==> src/rtl/adder_bist.sv <==
// Exhaustive built-in self-test for a WIDTH-bit ripple-carry adder: drives every {a,b,cin}
// and checks {cout,sum}. Define ADDER_BIST_STOP_ON_FAIL_EN to halt on the first mismatch.
module adder_bist #(
  parameter int WIDTH = 1,
  parameter int ERR_W = 16
) (
  input  logic               clk,
  input  logic               reset_n,
  input  logic               start,
  input  logic [WIDTH-1:0]   dut_sum,
  input  logic               dut_cout,
  output logic [WIDTH-1:0]   tst_a,
  output logic [WIDTH-1:0]   tst_b,
  output logic               tst_cin,
  output logic               busy,
  output logic               done,
  output logic               pass,
  output logic [ERR_W-1:0]   err_count,
  output logic [2*WIDTH:0]   fail_vec
);

  localparam int VW = 2*WIDTH + 1;

  typedef enum logic [1:0] {IDLE, DRIVE, CHECK, DONE} state_t;

  state_t          state;
  logic [VW-1:0]   vec;
  logic [WIDTH:0]  expected;
  logic            mismatch;
  logic            last_vec;

  // Reference is taken from the registered operands, so it lines up with the
  // adder response that has had the whole CHECK cycle to settle.
  always_comb begin
    expected = {1'b0, tst_a} + {1'b0, tst_b} + (WIDTH+1)'(tst_cin);
    mismatch = ({dut_cout, dut_sum} != expected);
    last_vec = &vec;
  end

  // NOTE: every register here is state, so all are written with non-blocking
  // assignments and all (including the vector counter) are cleared by reset.
  always_ff @(posedge clk) begin
    if (!reset_n) begin
      state     <= IDLE;
      vec       <= '0;
      tst_a     <= '0;
      tst_b     <= '0;
      tst_cin   <= 1'b0;
      busy      <= 1'b0;
      done      <= 1'b0;
      pass      <= 1'b0;
      err_count <= '0;
      fail_vec  <= '0;
    end else begin
      // Status flags trail the state by one edge; an accepted start overrides below.
      busy <= (state == DRIVE) || (state == CHECK);
      done <= (state == DONE);
      pass <= (state == DONE) && (err_count == '0);

      case (state)
        IDLE, DONE: begin
          if (start) begin
            vec       <= '0;
            err_count <= '0;
            fail_vec  <= '0;
            done      <= 1'b0;
            pass      <= 1'b0;
            state     <= DRIVE;
          end
        end

        DRIVE: begin
          {tst_a, tst_b, tst_cin} <= vec;
          state                   <= CHECK;
        end

        CHECK: begin
          if (mismatch) begin
            if (!(&err_count)) err_count <= err_count + ERR_W'(1);
            // err_count never wraps, so zero reliably marks the first mismatch.
            if (err_count == '0) fail_vec <= {tst_a, tst_b, tst_cin};
          end
`ifdef ADDER_BIST_STOP_ON_FAIL_EN
          if (mismatch || last_vec) begin
`else
          if (last_vec) begin
`endif
            state <= DONE;
          end else begin
            vec   <= vec + VW'(1);
            state <= DRIVE;
          end
        end

        default: state <= IDLE;
      endcase
    end
  end

endmodule

==> config.mk <==
export PLATFORM = sky130hd
export DESIGN_NAME = adder_bist
export DESIGN_NICKNAME = d
export VERILOG_FILES = /design/src/rtl/adder_bist.sv
export SDC_FILE = /design/constraint.sdc
export NUM_CORES = 1
export LEC_CHECK = 0
export ABC_AREA = 1
export CORE_AREA = 4 4 75 77
export CTS_CLUSTER_SIZE = 20
export DETAILED_ROUTE_END_ITERATION = 6
export DIE_AREA = 0 0 79 81
export PLACE_DENSITY = 0.61
export RECOVER_POWER = 25
export SETUP_SLACK_MARGIN = 0.2
export SYNTH_ARGS = -nofsm -noshare
export SYNTH_HDL_FRONTEND = slang
export SYNTH_SLANG_ARGS = --single-unit
==> constraint.sdc <==
create_clock -name clk -period 2.5 [get_ports clk]
set_input_delay 0.5 -clock clk [delete_from_list [all_inputs] [get_ports clk]]
set_output_delay 0.5 -clock clk [all_outputs]
set_load 0.02 [all_outputs]
==> results.tsv, run 1 <==
metric	value	unit
outcome	finished, final reports clean	
post_drt_wl_per_cell	12.0	um
layout-drive-gt1-share	7.67	%
arrival	2220	ps
mappedNetlistNets	265	
grtUsageTotal	14.5	%
grt_setup_unrepaired	false	
detail_route.wirelength.met1	1.94	mm
setup-violations-final	0	
layout.nets	300	
p_per_area	613	nW/um2
avgSynthCellArea	6.76	um2
drtAntennaViolNets	0	
cts_root_buffer	sky130_fd_sc_hd__clkbuf_8	
setup-tns-final	0	ps
num_rows	26	
numCtsBuffers	5	
holdBufCountCts	0	
synthesis.instances	251	
h_tree_lvls	2	
timing.reg2reg.worst_path_depth	11	
gp_congestion	0.864	
worst_setup_path_start_kind	flop	
leakage	0.962	nW
area.growth.synth_to_final	30.4	%
biggest_fanout_along_the_worst_timing_path	11	
vias_in_the_first_global_route	1582	
tritoncts	yes	
chipWidth	79	um
critical_path.max_stage_delay	570	ps
worstSkewPairLatency	290	ps
route.detailed.vias_per_inst	4.73	
yosysWarnings	0	
synth_top_area_cell	sky130_fd_sc_hd__dfxtp_1	
nFillCells	539	
maxUsedRoutingLayer	met4	
ir_drop	0.385	mV
synth_area	1700	um2
timing.hold.worst_path_depth	2	
period_needed	1990	ps
timing.final.hold_violations	0	
proportion_of_netlist_area_held_by_the_largest_area_contributor	35.4	%
port_buffers	29	
fin_total_pwr	0.00136	W
post_cts_resized	0	
floorplan.die.height	81	um
dp.final_hpwl	3.28	mm
max_slew.worst_pin.slew	631	ps
met2_length	1.99	mm
end_kind	flop	
crit_required	2730	ps
clk_pin_slew	70	ps
vias	1690	
cts_setup_buffers	0	
crit_share_post_route	79.6	%
synth_seq_area_share	35.4	%
critical_path.slowest_cell	sky130_fd_sc_hd__fa_1	
drt_pass1_iterations	4	
synth_cell_type_count	30	
postSynthRegisterBits	30	
io_pins	30	
number_of_drc_violations_after_detailed_routing	0	
coreArea	5010	um2
worstSetupPathType	flop to flop	
detail_route.wirelength	4.27	mm
insertedDiodeCount	0	
timing.critical_path.cells	fa_1, inv_1, nand2_1, o21ai_1, nor2_1, nor2_4, nand2_2, nand2_2, inv_2, nand2_1, nand2_1	
wl_met3	290	um
holdWs	501	ps
cts.sink_count	30	
max_freq	0.503	GHz
holdCritPathClass	flop to flop	
final_max_slew_viol_count	0	
maxSlewHeadroom	57.9	%
grt_overflow_total	0	
final_common_cell	sky130_fd_sc_hd__nand2_1	
floorplan.initialDensity	33.9	%
dr.first_iter.drc_count	112	
clk_path_buf_depth	2	
antenna_found_initial	0	
final_cell_mix	sky130_fd_sc_hd__nand2_1 (62), sky130_fd_sc_hd__inv_1 (32), sky130_fd_sc_hd__nor2_1 (32)	
grt_start_max_net_pins	14	
maxCapViolations	0	
cell_with_the_most_instances_on_the_worst_path	sky130_fd_sc_hd__nand2_1	
ys_top_cells_by_area	sky130_fd_sc_hd__dfxtp_1 (35%), sky130_fd_sc_hd__nand2_1 (14%), sky130_fd_sc_hd__inv_1 (7.1%)	
die-area	6400	um2
worst_clk_skew	5.50	ps
grt_pass1_wl	7.37	mm
## logic make-up (layout without fill, tap and decap cells)
family,Yosys count,count (layout),synth area share (%)
AND/OR/NAND/NOR,131,131,33.8
AO/OA/AOI/OAI,38,38,12.2
buffers and inverters,38,74,8.92
flip-flops,30,30,35.4
adder cells (fa/ha/maj),9,9,7.07
XOR/XNOR,5,5,2.58
## routing by layer
metal | up-vias | global-route usage, %
met2 | 52 | 23.7
met3 | 5 | 3.22
met4 | 0 | 5.15
li1 | 868 | -
met1 | 765 | 18.9
met5 | - | 0
## state kept, by name, summed over array words and instances (netlist names), 2 cells and up
register   cells
state          2
vec            3
fail_vec       3
err_count     16
## report_power, final
part / internal (W) / switching [W]
registers: 0.000502 / 0.0000205
logic: 0.0000799 / 0.000134
clock network: 0.000425 / 0.000195
total: 0.00101 / 0.000350
## layout make-up
class                      instances  area [um2]  share of cell area, %
clock inverter                     2        60.1                   2.71
inverter                          34         128                   5.77
clock buffer                       6        82.6                   3.73
tap                               70        87.6                   3.96
multi-input combinational        183         946                   42.7
sequential                        30         601                   27.1
timing repair buffer              32         309                   14.0
## cell usage after synthesis
cell type / instances
sky130_fd_sc_hd__xor2_1: 3
sky130_fd_sc_hd__nor2_1: 32
sky130_fd_sc_hd__a21oi_2: 1
sky130_fd_sc_hd__o21a_1: 2
sky130_fd_sc_hd__nand2_1: 62
sky130_fd_sc_hd__nand4_1: 2
sky130_fd_sc_hd__nor3_1: 3
sky130_fd_sc_hd__ha_1: 8
sky130_fd_sc_hd__o211a_1: 1
sky130_fd_sc_hd__nor2_4: 2
sky130_fd_sc_hd__o21ai_1: 7
sky130_fd_sc_hd__and2_1: 1
sky130_fd_sc_hd__o21ai_0: 10
sky130_fd_sc_hd__inv_2: 2
sky130_fd_sc_hd__clkbuf_1: 2
sky130_fd_sc_hd__a21oi_1: 15
sky130_fd_sc_hd__xnor2_1: 2
sky130_fd_sc_hd__o21bai_1: 1
sky130_fd_sc_hd__nand3_1: 20
sky130_fd_sc_hd__nand2_2: 2
sky130_fd_sc_hd__fa_1: 1
sky130_fd_sc_hd__buf_6: 1
sky130_fd_sc_hd__a31oi_1: 1
sky130_fd_sc_hd__dfxtp_1: 30
sky130_fd_sc_hd__nor2_2: 3
sky130_fd_sc_hd__nand3b_1: 1
sky130_fd_sc_hd__nand3_2: 2
sky130_fd_sc_hd__inv_1: 32
sky130_fd_sc_hd__buf_2: 1
sky130_fd_sc_hd__nor4_1: 1
## stage by stage
stage                     worst slack, ps  cell area (um2)  std cells  util [%]
after floorplan                       661             1700        251         -
after global placement                398             2070        349      41.4
after detailed placement              348             2070        349      41.4
after CTS                             510             2220        357      44.3
after global routing                  316             2210        357      44.2
final                                 510             2210        357      44.2
## worst max-delay path, delay by kind of cell, from the launching register on
family / cells / cell delay [ps]
adder cells (fa/ha/maj): 1 / 570
flip-flops: 1 / 360
buffers and inverters: 2 / 160
AND/OR/NAND/NOR: 7 / 750
AO/OA/AOI/OAI: 1 / 70
## worst paths after layout
path,slack [ps],to,start
worst min register to register,500,vec[2]$_SDFFE_PN0P_,vec[2]$_SDFFE_PN0P_
worst min-delay path,500,vec[2]$_SDFFE_PN0P_,vec[2]$_SDFFE_PN0P_
worst max register to register,510,err_count[11]$_SDFFE_PN0P_,tst_a$_SDFFE_PN0N_
worst max-delay path,510,err_count[11]$_SDFFE_PN0P_,tst_a$_SDFFE_PN0N_
No activity file was read; power rests on OpenSTA's default activity.
==> run 2: changes to the inputs <==
Settings changed: PLACE_DENSITY 0.61 to 0.63.
Clock period 2.5 ns to 1.71 ns, I/O delays scaled along.
==> run 2 against run 1 <==
The flow now finishes with violations (negative setup slack). Die area unchanged. Cell count up 8.1%. Largest power group is now registers. Global-route usage up 1.1 points. Design area up 13%. Critical path type unchanged. Total power up 35%. Core utilization up 5.6 points. Clock skew up 2.0 ps. Register-to-register slack worse by 580 ps. Via count up 4.1%. Clock power down 5.3%. Largest cell class unchanged. Worst setup slack worse by 580 ps. Sequential share of layout area down 2.8 points.
==> results.tsv, run 2 (same netlist as run 1, synthesis figures left out) <==
metric	value	unit
vias	1759	
crit_required	1890	ps
floorplan.initialDensity	33.9	%
drtAntennaViolNets	0	
arrival	1960	ps
gp_congestion	0.865	
vias_in_the_first_global_route	1698	
area.growth.synth_to_final	46.8	%
biggest_fanout_along_the_worst_timing_path	6	
dr.first_iter.drc_count	107	
io_pins	30	
coreArea	5010	um2
power.share.combinational	26.7	%
grt_setup_unrepaired	true	
setup-violations-final	18	
grt_pass1_wl	7.74	mm
tritoncts	yes	
max_freq	0.561	GHz
outcome	complete, but fails checks	
end_kind	flop	
detail_route.wirelength	4.57	mm
largest_register_ffs	16	
worst_clk_skew	7.48	ps
grt_start_max_net_pins	10	
power.switching_fraction	30.3	%
h_tree_lvls	2	
post_drt_wl_per_cell	11.8	um
placement.setup.worst_slack	-119	ps
worstSkewPairLatency	280	ps
chipWidth	79	um
numCtsBuffers	5	
power_frac_clock	32.0	%
max_slew.worst_pin.slew	341	ps
layout-drive-gt1-share	24.7	%
final_common_cell	sky130_fd_sc_hd__nand2_1	
route.detailed.vias_per_inst	4.56	
dp.final_hpwl	3.63	mm
final_cell_mix	sky130_fd_sc_hd__nand2_1 (55), sky130_fd_sc_hd__inv_1 (32), sky130_fd_sc_hd__nor2_1 (28)	
grt_overflow_total	0	
insertedDiodeCount	0	
power.internal	0.00128	W
drt_pass1_iterations	4	
worstSetupPathType	flop to flop	
ir_drop	0.403	mV
crit_share_post_route	104	%
timing.critical_path.cells	fa_1, inv_1, nand2_2, o21ai_4, nor2_4, nor2_4, nand2_4, buf_6, nor2_2, o21a_1	
netSwitchingPower	0.000556	W
die-area	6400	um2
clk_pin_slew	70	ps
p_per_area	737	nW/um2
layout.nets	329	
antenna_found_initial	0	
sequential_power_share	41.3	%
fin_total_pwr	0.00184	W
period_needed	1780	ps
cts_root_buffer	sky130_fd_sc_hd__clkbuf_8	
worst_setup_path_start_kind	flop	
cell_with_the_most_instances_on_the_worst_path	sky130_fd_sc_hd__nor2_4	
grtUsageTotal	15.6	%
floorplan.die.height	81	um
regMostFlops	err_count	
violations_in_the_final_reports	negative setup slack	
critical_path.max_stage_delay	580	ps
cts.sink_count	30	
timing.final.hold_violations	0	
clk_path_buf_depth	2	
holdCritPathClass	flop to flop	
port_buffers	29	
leakage	1.21	nW
number_of_drc_violations_after_detailed_routing	0	
maxSlewHeadroom	77.3	%
setup_slack	-71.6	ps
final_max_slew_viol_count	0	
maxCapViolations	0	
num_rows	26	
biggest_regs	err_count: 16 flops, fail_vec: 3 flops, vec: 3 flops	
critical_path.slowest_cell	sky130_fd_sc_hd__fa_1	
## run 2: what timing repair did
item | in CTS | in global routing
setup buffers | 1 | 1
hold buffers | 0 | 0
pin swaps | 8 | 5
endpoints found under the setup margin | 47 | 24
resized for setup | 37 | 20
## run 2: metrics by stage
step | utilization (%) | hold slack, ps | setup TNS [ps] | cell area (um2) | instances
after floorplan | - | 421 | -67.9 | 1730 | 251
after global placement | 46.0 | 477 | -945 | 2300 | 376
after CTS | 48.4 | 498 | -464 | 2420 | 385
final | 49.8 | 489 | -664 | 2490 | 386
after global routing | 49.8 | 522 | -2570 | 2490 | 386
after detailed placement | 46.0 | 489 | -1170 | 2300 | 376
## run 2: cell type report
class	count	area [um2]
Clock inverter	1	5.00
Timing Repair Buffer	61	514
Fill cell	526	2520
Multi-Input combinational cell	183	1060
Sequential cell	30	607
Inverter	34	128
Tap cell	70	87.6
Clock buffer	7	86.3
## run 2: final timing paths
check                                                  to  cells past startpoint                      from  slack, ps
worst max register to register  err_count[3]$_SDFFE_PN0P_                     10      tst_cin$_SDFFE_PN0N_        -70
worst max-delay path            err_count[3]$_SDFFE_PN0P_                     10      tst_cin$_SDFFE_PN0N_        -70
worst min-delay path             fail_vec[2]$_SDFFE_PN0P_                      2  fail_vec[2]$_SDFFE_PN0P_        490
worst min register to register   fail_vec[2]$_SDFFE_PN0P_                      2  fail_vec[2]$_SDFFE_PN0P_        490
## run 2: critical path: cells and delay by family, from the launching register on
family                     cells  cell delay, ps
and+or+nand+nor                5             370
DFF                            1             330
buffers and inverters          2             170
AOI/OAI and AO/OA              2             230
adders and majority gates      1             580
## run 2: power groups by stage
stage	registers (W)	logic, W	clock network (W)
finish	0.000758	0.000490	0.000588
global placement	0.000773	0.000422	0
detailed placement	0.000774	0.000427	0
CTS	0.000758	0.000450	0.000609
floorplan	0.000807	0.000200	0
global route	0.000763	0.000537	0.000642
## run 2: layer usage
metal / GRT usage (%) / vias up / share of wire [%]
li1: - / 928 / -
met1: 18.4 / 784 / 44
met2: 27.4 / 41 / 50
met3: 3.77 / 6 / 5.0
met4: 5.67 / 0 / 1.5
met5: 0 / - / 0
